**src/rtl/fetch_queue_if.sv**
```systemverilog
// fetch_queue_if: bundle of the instruction-memory bus and the ID-side
// valid/ready handshake of the fetch queue.
//   master : the fetch queue (drives imem_addr and out_*, count)
//   slave  : memory + ID stage (drive imem_data, imem_ack_n, redirect, out_ready)
// Parameter DEPTH must match the fetch_queue instance so count widths agree.
interface fetch_queue_if #(
    parameter int unsigned DEPTH = 4
);
    logic [31:0]                  imem_addr;
    logic [31:0]                  imem_data;
    logic                         imem_ack_n;
    logic                         redirect;
    logic [31:0]                  redirect_pc;
    logic                         out_valid;
    logic                         out_ready;
    logic [31:0]                  out_pc;
    logic [31:0]                  out_pc4;
    logic [31:0]                  out_ir;
    logic [$clog2(DEPTH+1)-1:0]   count;

    modport master (
        output imem_addr,
        input  imem_data,
        input  imem_ack_n,
        input  redirect,
        input  redirect_pc,
        output out_valid,
        input  out_ready,
        output out_pc,
        output out_pc4,
        output out_ir,
        output count
    );

    modport slave (
        input  imem_addr,
        output imem_data,
        output imem_ack_n,
        output redirect,
        output redirect_pc,
        input  out_valid,
        output out_ready,
        input  out_pc,
        input  out_pc4,
        input  out_ir,
        input  count
    );
endinterface

```
**src/rtl/fetch_queue.sv**
```systemverilog
// fetch_queue: DEPTH-entry instruction prefetch FIFO between the instruction
// memory bus and the ID stage. Keeps fetching while ID stalls, flushes on a
// taken branch/jump from EX, and hands entries to ID with valid/ready.
// Ports:
//   clk  - clock, all state updates on the rising edge
//   rst  - synchronous active-high reset
//   bus  - fetch_queue_if.master: imem_addr/imem_data/imem_ack_n,
//          redirect/redirect_pc, out_valid/out_ready/out_pc/out_pc4/out_ir, count
// Optional build macro FETCH_QUEUE_BYPASS_EN: an empty queue forwards the
// fetched word straight to out_* when ID is ready (zero-latency fetch).
module fetch_queue #(
    parameter int unsigned DEPTH    = 4,
    parameter logic [31:0] RESET_PC = 32'h0000_0000
) (
    input  logic           clk,
    input  logic           rst,
    fetch_queue_if.master  bus
);
    localparam int unsigned PTR_W = $clog2(DEPTH);
    localparam int unsigned CNT_W = $clog2(DEPTH + 1);
    localparam logic [31:0]      NOP  = 32'h0000_0013;
    localparam logic [CNT_W-1:0] FULL = CNT_W'(DEPTH);

    logic [31:0]      fetch_pc;
    logic [31:0]      pc_mem [DEPTH];
    logic [31:0]      ir_mem [DEPTH];
    logic [PTR_W-1:0] rd_ptr;
    logic [PTR_W-1:0] wr_ptr;
    logic [CNT_W-1:0] cnt;

    logic             q_valid;
    logic             pop;
    logic             accept;
    logic             bypass;
    logic             push_q;

    // Handshake decode: accept advances fetch_pc, push_q writes storage.
    always_comb begin
        q_valid = (cnt != '0);
        pop     = q_valid & bus.out_ready;
        accept  = ~bus.imem_ack_n & ((cnt < FULL) | pop) & ~bus.redirect;
`ifdef FETCH_QUEUE_BYPASS_EN
        bypass  = ~q_valid & accept & bus.out_ready;
`else
        bypass  = 1'b0;
`endif
        push_q  = accept & ~bypass;
    end

    // Head presentation; an empty queue shows a NOP at pc 0.
    always_comb begin
        bus.out_valid = q_valid;
        bus.out_pc    = q_valid ? pc_mem[rd_ptr] : 32'h0;
        bus.out_ir    = q_valid ? ir_mem[rd_ptr] : NOP;
        bus.out_pc4   = q_valid ? (pc_mem[rd_ptr] + 32'd4) : 32'h0;
`ifdef FETCH_QUEUE_BYPASS_EN
        if (bypass) begin
            bus.out_valid = 1'b1;
            bus.out_pc    = fetch_pc;
            bus.out_ir    = bus.imem_data;
            bus.out_pc4   = fetch_pc + 32'd4;
        end
`endif
    end

    assign bus.imem_addr = fetch_pc;
    assign bus.count     = cnt;

    // Control state; redirect beats any same-cycle push or pop.
    always_ff @(posedge clk) begin
        if (rst) begin
            fetch_pc <= RESET_PC;
            rd_ptr   <= '0;
            wr_ptr   <= '0;
            cnt      <= '0;
        end else if (bus.redirect) begin
            fetch_pc <= {bus.redirect_pc[31:2], 2'b00};
            rd_ptr   <= '0;
            wr_ptr   <= '0;
            cnt      <= '0;
        end else begin
            if (accept) fetch_pc <= fetch_pc + 32'd4;
            if (push_q) wr_ptr   <= wr_ptr + PTR_W'(1);
            if (pop)    rd_ptr   <= rd_ptr + PTR_W'(1);
            cnt <= cnt + CNT_W'(push_q) - CNT_W'(pop);
        end
    end

    // Entry storage; contents are meaningless outside [rd_ptr, rd_ptr+cnt).
    always_ff @(posedge clk) begin
        if (push_q) begin
            pc_mem[wr_ptr] <= fetch_pc;
            ir_mem[wr_ptr] <= bus.imem_data;
        end
    end
endmodule

```
**src/flat_wrapper.sv**
```systemverilog
// flat-port wrapper written by rule: the top's interface ports become plain ports
module fetch_queue_flat 
#(
    parameter int unsigned DEPTH    = 4,
    parameter logic [31:0] RESET_PC = 32'h0000_0000
)
  (clk, rst, bus_imem_addr, bus_imem_data, bus_imem_ack_n, bus_redirect, bus_redirect_pc, bus_out_valid, bus_out_ready, bus_out_pc, bus_out_pc4, bus_out_ir, bus_count);
  fetch_queue_if #(.DEPTH(DEPTH)) bus_i ();
  input  logic clk;
  input  logic rst;
  output wire logic [$bits(bus_i.imem_addr)-1:0] bus_imem_addr;
  input wire logic [$bits(bus_i.imem_data)-1:0] bus_imem_data;
  input wire logic [$bits(bus_i.imem_ack_n)-1:0] bus_imem_ack_n;
  input wire logic [$bits(bus_i.redirect)-1:0] bus_redirect;
  input wire logic [$bits(bus_i.redirect_pc)-1:0] bus_redirect_pc;
  output wire logic [$bits(bus_i.out_valid)-1:0] bus_out_valid;
  input wire logic [$bits(bus_i.out_ready)-1:0] bus_out_ready;
  output wire logic [$bits(bus_i.out_pc)-1:0] bus_out_pc;
  output wire logic [$bits(bus_i.out_pc4)-1:0] bus_out_pc4;
  output wire logic [$bits(bus_i.out_ir)-1:0] bus_out_ir;
  output wire logic [$bits(bus_i.count)-1:0] bus_count;
  assign bus_imem_addr = bus_i.imem_addr;
  assign bus_i.imem_data = bus_imem_data;
  assign bus_i.imem_ack_n = bus_imem_ack_n;
  assign bus_i.redirect = bus_redirect;
  assign bus_i.redirect_pc = bus_redirect_pc;
  assign bus_out_valid = bus_i.out_valid;
  assign bus_i.out_ready = bus_out_ready;
  assign bus_out_pc = bus_i.out_pc;
  assign bus_out_pc4 = bus_i.out_pc4;
  assign bus_out_ir = bus_i.out_ir;
  assign bus_count = bus_i.count;
  fetch_queue #(.DEPTH(DEPTH), .RESET_PC(RESET_PC)) u_core (.clk(clk), .rst(rst), .bus(bus_i));
endmodule
```
**config.mk**
```make
export PLATFORM = sky130hd
export DESIGN_NAME = fetch_queue_flat
export DESIGN_NICKNAME = d
export VERILOG_FILES = /design/src/rtl/fetch_queue_if.sv /design/src/rtl/fetch_queue.sv /design/src/flat_wrapper.sv
export SDC_FILE = /design/constraint.sdc
export NUM_CORES = 1
export LEC_CHECK = 0
export ABC_AREA = 1
export CORE_MARGIN = 1.5
export CORE_UTILIZATION = 55
export CTS_CLUSTER_SIZE = 25
export DETAILED_ROUTE_END_ITERATION = 8
export HOLD_SLACK_MARGIN = 0.05
export PLACE_DENSITY = 0.87
export SLEW_MARGIN = 20
export SYNTH_ARGS = -nofsm -noshare
export SYNTH_HDL_FRONTEND = slang
export SYNTH_SLANG_ARGS = --single-unit
export TNS_END_PERCENT = 20
```
**constraint.sdc**
```tcl
create_clock -name clk -period 7 [get_ports clk]
set_input_delay 1.4 -clock clk [delete_from_list [all_inputs] [get_ports clk]]
set_output_delay 1.4 -clock clk [all_outputs]
set_load 0.03 [all_outputs]
```
==> results of run 1 <==
-- worst paths after layout --
path	endpoint	slack, ps
worst min register to register	register	500
worst min-delay path	register	500
worst max-delay path	bus_out_pc4[16]	1280
worst max register to register	u_core.bus.count[2]	4000
-- report_power, final --
group	total (mW)	internal [mW]	switching, mW
sequential	1.95	1.90	0.0435
combinational	0.590	0.212	0.378
clock	1.52	0.907	0.613
total	4.06	3.02	1.04
-- area by class of cell --
cell class,instances,area [um^2],area share (%)
well taps,324,405,2.44
repair buffers,202,2050,12.3
clock inverters,17,193,1.16
flip-flops and latches,287,8230,49.5
inverters,94,360,2.17
multi-input cells,1038,4640,27.9
clock buffers,35,748,4.50
-- through the flow --
step                      hold WS [ps]  cell area, um^2  util [%]  setup WS (ps)  power (mW)
after global routing               521            16600      68.6            988        4.18
after CTS                          487            16600      68.6           1350        4.07
final                              495            16600      68.6           1280        4.06
after floorplan                    436            13600         -           1810        2.31
after global placement             442            15700      64.7           2010        2.55
after detailed placement           472            15700      64.7           1920        2.56
-- synthesized netlist by cell type, drive strengths merged --
| cell type | number | area (um^2) |
|---|---|---|
| o311ai | 3 | 26.3 |
| clkbuf | 28 | 105 |
| fa | 1 | 20.0 |
| xor2 | 15 | 131 |
| a31oi | 10 | 62.6 |
| a21o | 1 | 7.51 |
| ha | 8 | 100 |
| xnor2 | 5 | 43.8 |
| a32oi | 1 | 8.76 |
| conb | 1 | 3.75 |
| buf | 43 | 304 |
| a211oi | 2 | 15.0 |
| inv | 92 | 353 |
| and2 | 2 | 12.5 |
| or2 | 1 | 6.26 |
| dfxtp | 39 | 781 |
| nor2 | 284 | 1120 |
| clkinv | 2 | 7.51 |
| nand4 | 5 | 31.3 |
| nand3b | 1 | 7.51 |
| a21oi | 72 | 360 |
| o21ai | 94 | 470 |
| a311oi | 1 | 8.76 |
| a22o | 5 | 43.8 |
| a2bb2oi | 2 | 17.5 |
| nand2 | 429 | 1630 |
| nor3 | 10 | 50.1 |
| a221oi | 1 | 8.76 |
| o211ai | 4 | 30.0 |
| edfxtp | 248 | 7450 |
| nand3 | 75 | 375 |
-- layer usage --
metal	global-route usage, %	vias to the layer above
li1	-	5258
met1	32.4	5180
met2	48.1	620
met3	4.34	102
met4	11.7	0
met5	0	-
-- state kept, by name (all words and copies together) (netlist names), named ones only --
signal and count:
u_core.rd_ptr 2, u_core.bus.count 3, u_core.ir_mem 128, u_core.wr_ptr 2, u_core.bus.imem_addr 30, u_core.pc_mem 120
-- cells by family (layout without fill, tap and decap cells) --
family	count (synthesis)	after routing	share of synthesized area, %
other	1	6	0.0276
flip-flops	287	287	60.6
adder cells (fa/ha/maj)	9	9	0.884
buffers and inverters	165	348	5.67
AO/OA/AOI/OAI	196	196	7.80
XOR/XNOR	20	20	1.29
AND/OR/NAND/NOR	807	807	23.8
-- layout by cell type (no fill, tap or decap), types with 6 or more instances in the layout --
cell and instances:
clkdlybuf4s50_1 192, conb_1 6, nor2_2 11, a21oi_1 72, nor2_1 266, clkbuf_1 6, clkinv_2 9, a31oi_1 10
nor3_1 9, o21ai_0 92, nand3_1 75, edfxtp_1 248, nand2_1 422, dfxtp_1 37, ha_1 8, nor2_4 7
nand2_2 7, inv_2 7, clkbuf_16 29, buf_4 6, xor2_1 15, inv_1 83
==> impl_metrics.yaml, run 1 <==
synthesis:
  synth.distinct_cells: 42
  postSynthCellCount: 1485
  synth-seq-cells: 287
  seq_area_frac_synth_pct: 60.6
  avgSynthCellArea_um2: 9.15
  syn_area_mm2: 0.0136
  yosys_warnings: 0
sta:
  slew_headroom_pct: 35.8
  setup_viol: 0
  timing.fmax_ghz: 0.175
  grt_setup_unrepaired: "no"
  slew_violations: 0
  finalCritPeriodShare_pct: 81.7
  finalSetupTns_ps: 0
  finalHoldViolations: 0
  worst_pin_slew_ps: 964
  finClkSkew_ps: 10.6
  min_period_ps: 5720
grt:
  grt_pass1_vias: 10902
  grt.overflow.total: 0
  grt_usage_pct: 27.0
  grt_start_max_net_pins: 133
  grt_first_pass_wirelength_um: 54500
  antenna_found_initial: 0
setup_path:
  rr_worst_depth: 11
  slowest_delay_ps: 860
  crit_family: "simple AND/OR/NAND/NOR gates"
  worst-path-buf-inv: 2
  r2r_start: "u_core.bus.count[1]"
  required_ps: 5600
  crit_arrival_ps: 4320
  critPathMaxFanout: 132
  cp.depth: 12
  cp_slowest_cell: "dfxtp_4"
  path_class: "register to primary output"
  end_kind: "primary output"
  critical_path.startpoint_type: "register"
  path_cells: "inv_6, nand2_1, o211ai_1, nand2_1, ha_1, nand2_1, nor2_2, nand2_1, nor2_2, o21ai_0, nor2_1, clkdlybuf4s50_1"
  crit_path_frequent_cell: "nand2_1"
routing:
  ant_nets: 0
  post-route-drc-count: 0
  met1_length_um: 12900
  route.met3.wl_um: 3200
  dr_wl_met2_um: 17400
  drt_iter0_markers: 1019
  avgRoutedWirePerCell_um: 17.4
  viasPerCell: 5.59
  detailroute.via_count: 11160
  routed_wirelength_um: 34800
  top_layer: "met4"
  drt_first_pass_iters: 5
place:
  place_inst: 1945
  dpl.hpwl_um: 21300
  portBuffers: 192
  gp_congestion: 0.972
cells_and_area:
  drive_gt1_share_pct: 5.56
  areaGrowthSynthToFinish_pct: 22.4
  nets: 1730
  diodes: 0
  fin_cells: 1997
  fillCellCount: 1744
worst_hold_path:
  min_from: "u_core.rd_ptr[0]"
  hold_path_class: "register to register"
  worstHoldPathCells: 1
floorplanning:
  pin_count: 201
  die-area_mm2: 0.0256
  initial_core_util_pct: 56.0
  core_mm2: 0.0242
  die_h_um: 160
  rows: 57
  die_w_um: 160
clocking:
  cts_inserted_buffers: 29
  clockRootBuffer: "clkbuf_16"
  post_cts_buffers: 0
  cts_resized: 0
  max-clock-path-buffers: 3
  h-tree-depth: 1
  clkTransAtPathRegs_ps: 60
  clock_latency_ps: 540
  postCtsHoldBufs: 0
  cts_sinks: 287
  tritoncts: "built"
run_status:
  outcome: "finished clean"
flow_run:
  cap_violations: 0
pwr:
  power.density_mw_per_mm2: 244
  ir_worst_vdd_mv: 0.148
  leakagePower_nw: 6.23
Power figures use the tool's default switching activity.
==> inputs of run 2 (changes only) <==
CORE_UTILIZATION = 49   (was 55)
PLACE_DENSITY = 0.82   (was 0.87)
clock period = 4.95 ns   (was 7 ns; I/O delays follow)
==> run 2 against run 1 <==
Compared with the run above: die area grew 12%; clock-buffer cell count shrank 2; setup slack lost 1100 ps; highest routed layer unchanged; flip-flop and latch count is the same; core utilization shrank 6.2 points.
==> impl_metrics.yaml, run 2 (synthesized netlist as in run 1, its figures left out) <==
grt:
  grt_first_pass_wirelength_um: 53100
  grt_start_max_net_pins: 107
  grt.overflow.total: 0
  grt_usage_pct: 23.9
  antenna_found_initial: 0
  grt_pass1_vias: 10338
place:
  place_ws_ps: 659
  place_inst: 2000
  dpl.hpwl_um: 22700
  dpl_cell_area_mm2: 0.0158
  gp_congestion: 0.956
  portBuffers: 192
routing:
  viasPerCell: 5.33
  drt_iter0_markers: 969
  post-route-drc-count: 0
  detailroute.via_count: 10942
  ant_nets: 0
  drt_first_pass_iters: 7
  avgRoutedWirePerCell_um: 17.0
  routed_wirelength_um: 34800
cells_and_area:
  drive_gt1_share_pct: 6.12
  areaGrowthSynthToFinish_pct: 24.3
  layout_common_cells: "nand2_1, nor2_1, edfxtp_1"
  mostFrequentLayoutCell: "nand2_1"
  largest_register_ffs: 128
  fin_cells: 2054
  regMostFlops: "u_core.ir_mem"
  nets: 1738
  finalInstanceArea_mm2: 0.0169
  diodes: 0
setup_path:
  crit_path_frequent_cell: "nand2_1"
  worst-path-buf-inv: 3
  crit_family: "simple AND/OR/NAND/NOR gates"
  required_ps: 3960
  cp_slowest_cell: "clkdlybuf4s50_1"
  path_class: "register to primary output"
  r2r_start: "u_core.bus.count[2]"
  critPathMaxFanout: 91
  path_cells: "inv_8, nand2_1, nand2_1, nand2_1, nand2_1, ha_1, nand2_1, nor2_2, nand2_2, nor2_4, nand2_1, nand2_1, inv_1, nor2_1, clkdlybuf4s50_1"
  r2r_slack_ps: 1900
  slowest_delay_ps: 700
  worst_r2r_endpoint: "u_core.ir_mem[1][5]"
  rr_worst_depth: 6
  crit_arrival_ps: 3780
  end_kind: "primary output"
  critical_path.startpoint_type: "register"
clocking:
  max-clock-path-buffers: 3
  clockRootBuffer: "clkbuf_16"
  tritoncts: "built"
  cts_sinks: 287
  postCtsHoldBufs: 0
  h-tree-depth: 1
  cts_resized: 0
  clkTransAtPathRegs_ps: 60
  clock_latency_ps: 540
  cts_inserted_buffers: 29
  post_cts_buffers: 0
floorplanning:
  core_mm2: 0.0271
  die_w_um: 169
  die_h_um: 169
  initial_core_util_pct: 50.1
  pin_count: 201
  die-area_mm2: 0.0287
  rows: 60
pwr:
  power_mw: 5.95
  p_comb_share_pct: 14.1
  swShare_pct: 25.3
  p_clk_share_pct: 39.7
  seqPwrFrac_pct: 46.2
  leakagePower_nw: 6.33
  net-switching-power_mw: 1.50
  power.density_mw_per_mm2: 352
  intPower_mw: 4.44
  ir_worst_vdd_mv: 0.230
sta:
  finalCritPeriodShare_pct: 96.3
  finalHoldViolations: 0
  timing.fmax_ghz: 0.210
  min_period_ps: 4770
  setup_viol: 0
  finalSetupTns_ps: 0
  setup_ws_ps: 184
  worst_pin_slew_ps: 901
  finClkSkew_ps: 7.72
  slew_violations: 0
  slew_headroom_pct: 39.5
run_status:
  outcome: "finished clean"
worst_hold_path:
  worstHoldPathCells: 2
  hold_path_class: "register to register"
  min_from: "u_core.rd_ptr[1]"
flow_run:
  cap_violations: 0
[run 2: changes by cell type in the layout (fill, tap and decap cells not counted), sizes merged]
cell / before / now
clkinvlp: 2 / 1
clkbuf: 35 / 34
buf: 10 / 17
inv: 92 / 93
bufinv: 4 / 7
[run 2: worst max-delay path by stage]
stage | to | startpoint | slack [ps] | depth (start not counted)
finish | bus_out_pc4[22] | register | 180 | 15
CTS | bus_out_pc4[22] | register | 80 | 15
global route | bus_out_pc4[22] | register | -0.8 | 15
detailed placement | bus_out_pc4[22] | register | 660 | 15
global placement | bus_out_pc4[26] | register | 730 | 15
floorplan | u_core.ir_mem[0][0] | bus_out_ready | 170 | 5
[run 2: cell type report]
cell class                      count  area [um^2]
Fill cell                        2160        10200
Timing Repair Buffer              210         2160
Tap cell                          372          465
Sequential cell                   287         8230
Multi-Input combinational cell   1038         4640
Clock buffer                       33          751
Clock inverter                     20          282
Inverter                           94          363
[run 2: through the flow]
| step | util (%) | hold WS (ps) |
|---|---|---|
| 2_1_floorplan | - | 436 |
| 3_3_place_gp | 58.4 | 444 |
| 3_5_place_dp | 58.4 | 448 |
| 4_1_cts | 62.2 | 459 |
| 5_1_grt | 62.3 | 492 |
| 6_report | 62.3 | 461 |
[run 2: tightest hold or removal path: cells and delay by family (launching register included)]
family | cells | cell delay (ps)
DFF | 1 | 300
AOI/OAI and AO/OA | 1 | 70
buffers and inverters | 1 | 60
[run 2: layer usage]
| metal | GRT usage [%] | vias to the layer above | share of wire (%) |
|---|---|---|---|
| li1 | - | 5279 | - |
| met2 | 40.5 | 478 | 48 |
| met4 | 10.3 | 0 | 3.8 |
| met1 | 30.7 | 5085 | 40 |
| met5 | 0 | - | 0 |
| met3 | 3.26 | 100 | 7.7 |
[run 2: power groups by stage]
stage               combinational (mW)  sequential (mW)  clock (mW)
floorplan                        0.461             2.81           0
global placement                 0.818             2.79           0
detailed placement               0.831             2.80           0
CTS                              0.834             2.75        2.38
global route                     0.899             2.75        2.47
finish                           0.839             2.75        2.36
==> inputs of run 3 (changes only) <==
CORE_UTILIZATION = 55   (was 49)
CTS_CLUSTER_SIZE = 10   (was 25)
DONT_BUFFER_PORTS = 1   (was unset)
PLACE_DENSITY = 0.79   (was 0.82)
==> run 3 against run 2 <==
Compared with the run above: via count down 8.0%; final area shrank 12%; sequential share of layout area is 6.9 points higher; fmax up 5.6%; clock power decreased by 6%; highest routed layer unchanged; routed wire length is 7.9% lower; die area down 11%; clock-buffer cell count increased by 17; critical endpoint is now bus_out_pc4[17].
==> impl_metrics.yaml, run 3 (synthesized netlist as in run 1, its figures left out) <==
cells_and_area:
  regMostFlops: "u_core.ir_mem"
  diodes: 0
  fillCellCount: 1987
  layout_common_cells: "nand2_1, nor2_1, edfxtp_1"
  areaGrowthSynthToFinish_pct: 8.85
  largest_register_ffs: 128
  drive_gt1_share_pct: 6.58
  mostFrequentLayoutCell: "nand2_1"
  fin_cells: 1814
  finalInstanceArea_mm2: 0.0148
  nets: 1553
sta:
  slew_headroom_pct: 35.0
  grt_setup_unrepaired: "no"
  finClkSkew_ps: 11.7
  setup_ws_ps: 439
  min_period_ps: 4510
  timing.fmax_ghz: 0.222
  finalCritPeriodShare_pct: 91.1
  finalHoldViolations: 0
  finalSetupTns_ps: 0
  slew_violations: 0
  setup_viol: 0
  worst_pin_slew_ps: 975
clocking:
  postCtsHoldBufs: 0
  cts_sinks: 287
  max-clock-path-buffers: 3
  clock_latency_ps: 500
  cts_resized: 0
  post_cts_buffers: 0
  clockRootBuffer: "clkbuf_16"
  tritoncts: "built"
  cts_inserted_buffers: 35
  clkTransAtPathRegs_ps: 50
  h-tree-depth: 2
grt:
  grt_usage_pct: 25.1
  grt_start_max_net_pins: 94
  grt.overflow.total: 0
  antenna_found_initial: 0
  grt_first_pass_wirelength_um: 49900
  grt_pass1_vias: 9324
setup_path:
  end_kind: "primary output"
  cp_slowest_cell: "nor2_1"
  critical_path.startpoint_type: "register"
  required_ps: 3960
  crit_path_frequent_cell: "nand2_1"
  path_class: "register to primary output"
  path_cells: "buf_4, nand2_1, nand2_1, nand2_1, nand2_1, nand2_1, nor2_1, nand2_1, nor2_4, o21ai_0, nor2_1"
  slowest_delay_ps: 640
  crit_arrival_ps: 3520
  critPathMaxFanout: 65
floorplanning:
  die_w_um: 160
  initial_core_util_pct: 56.0
  die_h_um: 160
  die-area_mm2: 0.0256
  pin_count: 201
  rows: 57
  core_mm2: 0.0242
routing:
  drt_iter0_markers: 842
  detailroute.via_count: 10068
  post-route-drc-count: 0
  avgRoutedWirePerCell_um: 17.7
  viasPerCell: 5.55
  drt_first_pass_iters: 7
  routed_wirelength_um: 32100
  ant_nets: 0
pwr:
  seqPwrFrac_pct: 50.0
  swShare_pct: 25.2
  intPower_mw: 4.17
  p_comb_share_pct: 10.1
  power.density_mw_per_mm2: 377
  ir_worst_vdd_mv: 0.284
  power_mw: 5.58
  net-switching-power_mw: 1.40
  leakagePower_nw: 5.58
  p_clk_share_pct: 40.0
place:
  place_inst: 1762
  portBuffers: 0
  place_ws_ps: 1020
  dpl.hpwl_um: 20300
  dpl_cell_area_mm2: 0.0138
  gp_congestion: 0.926
worst_hold_path:
  hold_path_class: "register to register"
flow_run:
  cap_violations: 0
run_status:
  outcome: "finished clean"
[run 3: cell count changes in the layout (fill, tap and decap cells not counted), sizes merged]
cell	previous run	this run
buf	17	19
bufinv	7	0
clkbuf	34	50
clkdlybuf4s50	192	0
clkinv	13	3
clkinvlp	1	0
[run 3: per-stage QoR]
| step | util, % | hold WS (ps) |
|---|---|---|
| final | 61.0 | 460 |
| after detailed placement | 56.8 | 458 |
| after floorplan | - | 436 |
| after CTS | 60.9 | 462 |
| after global placement | 56.8 | 449 |
| after global routing | 61.0 | 494 |
[run 3: critical path, delay by kind of cell, from the launching register on]
kind                   cells  cell delay, ps
and+or+nand+nor            9            1730
buffers and inverters      1             620
DFF                        1             540
AOI/OAI and AO/OA          1             110
[run 3: layout make-up]
cell class | count | area (um^2) | share of cell area, %
well taps | 324 | 405 | 2.74
flip-flops and latches | 287 | 8230 | 55.7
inverters | 94 | 360 | 2.44
multi-input cells | 1038 | 4650 | 31.4
repair buffers | 19 | 143 | 0.965
clock inverters | 2 | 12.5 | 0.0846
clock buffers | 50 | 985 | 6.66
[run 3: worst paths after layout]
kind / startpoint / endpoint / slack [ps] / depth (start not counted)
max: register / bus_out_pc4[17] / 440 / 11
min: u_core.rd_ptr[1] / register / 460 / 2
max reg2reg: u_core.bus.count[2] / u_core.ir_mem[3][10] / 1910 / 6
min reg2reg: u_core.rd_ptr[1] / register / 460 / 2
[run 3: per-layer routing]
metal	wire [um]	global-route usage, %
met1	12500	32.2
met2	15600	42.5
met3	3100	5.32
met4	842	8.92
met5	0	0
[run 3: power by group through the flow]
stage	sequential, mW	clock (mW)	combinational [mW]
global route	2.79	2.36	0.612
floorplan	2.81	0	0.461
global placement	2.83	0	0.553
detailed placement	2.84	0	0.561
CTS	2.79	2.26	0.562
finish	2.79	2.23	0.562
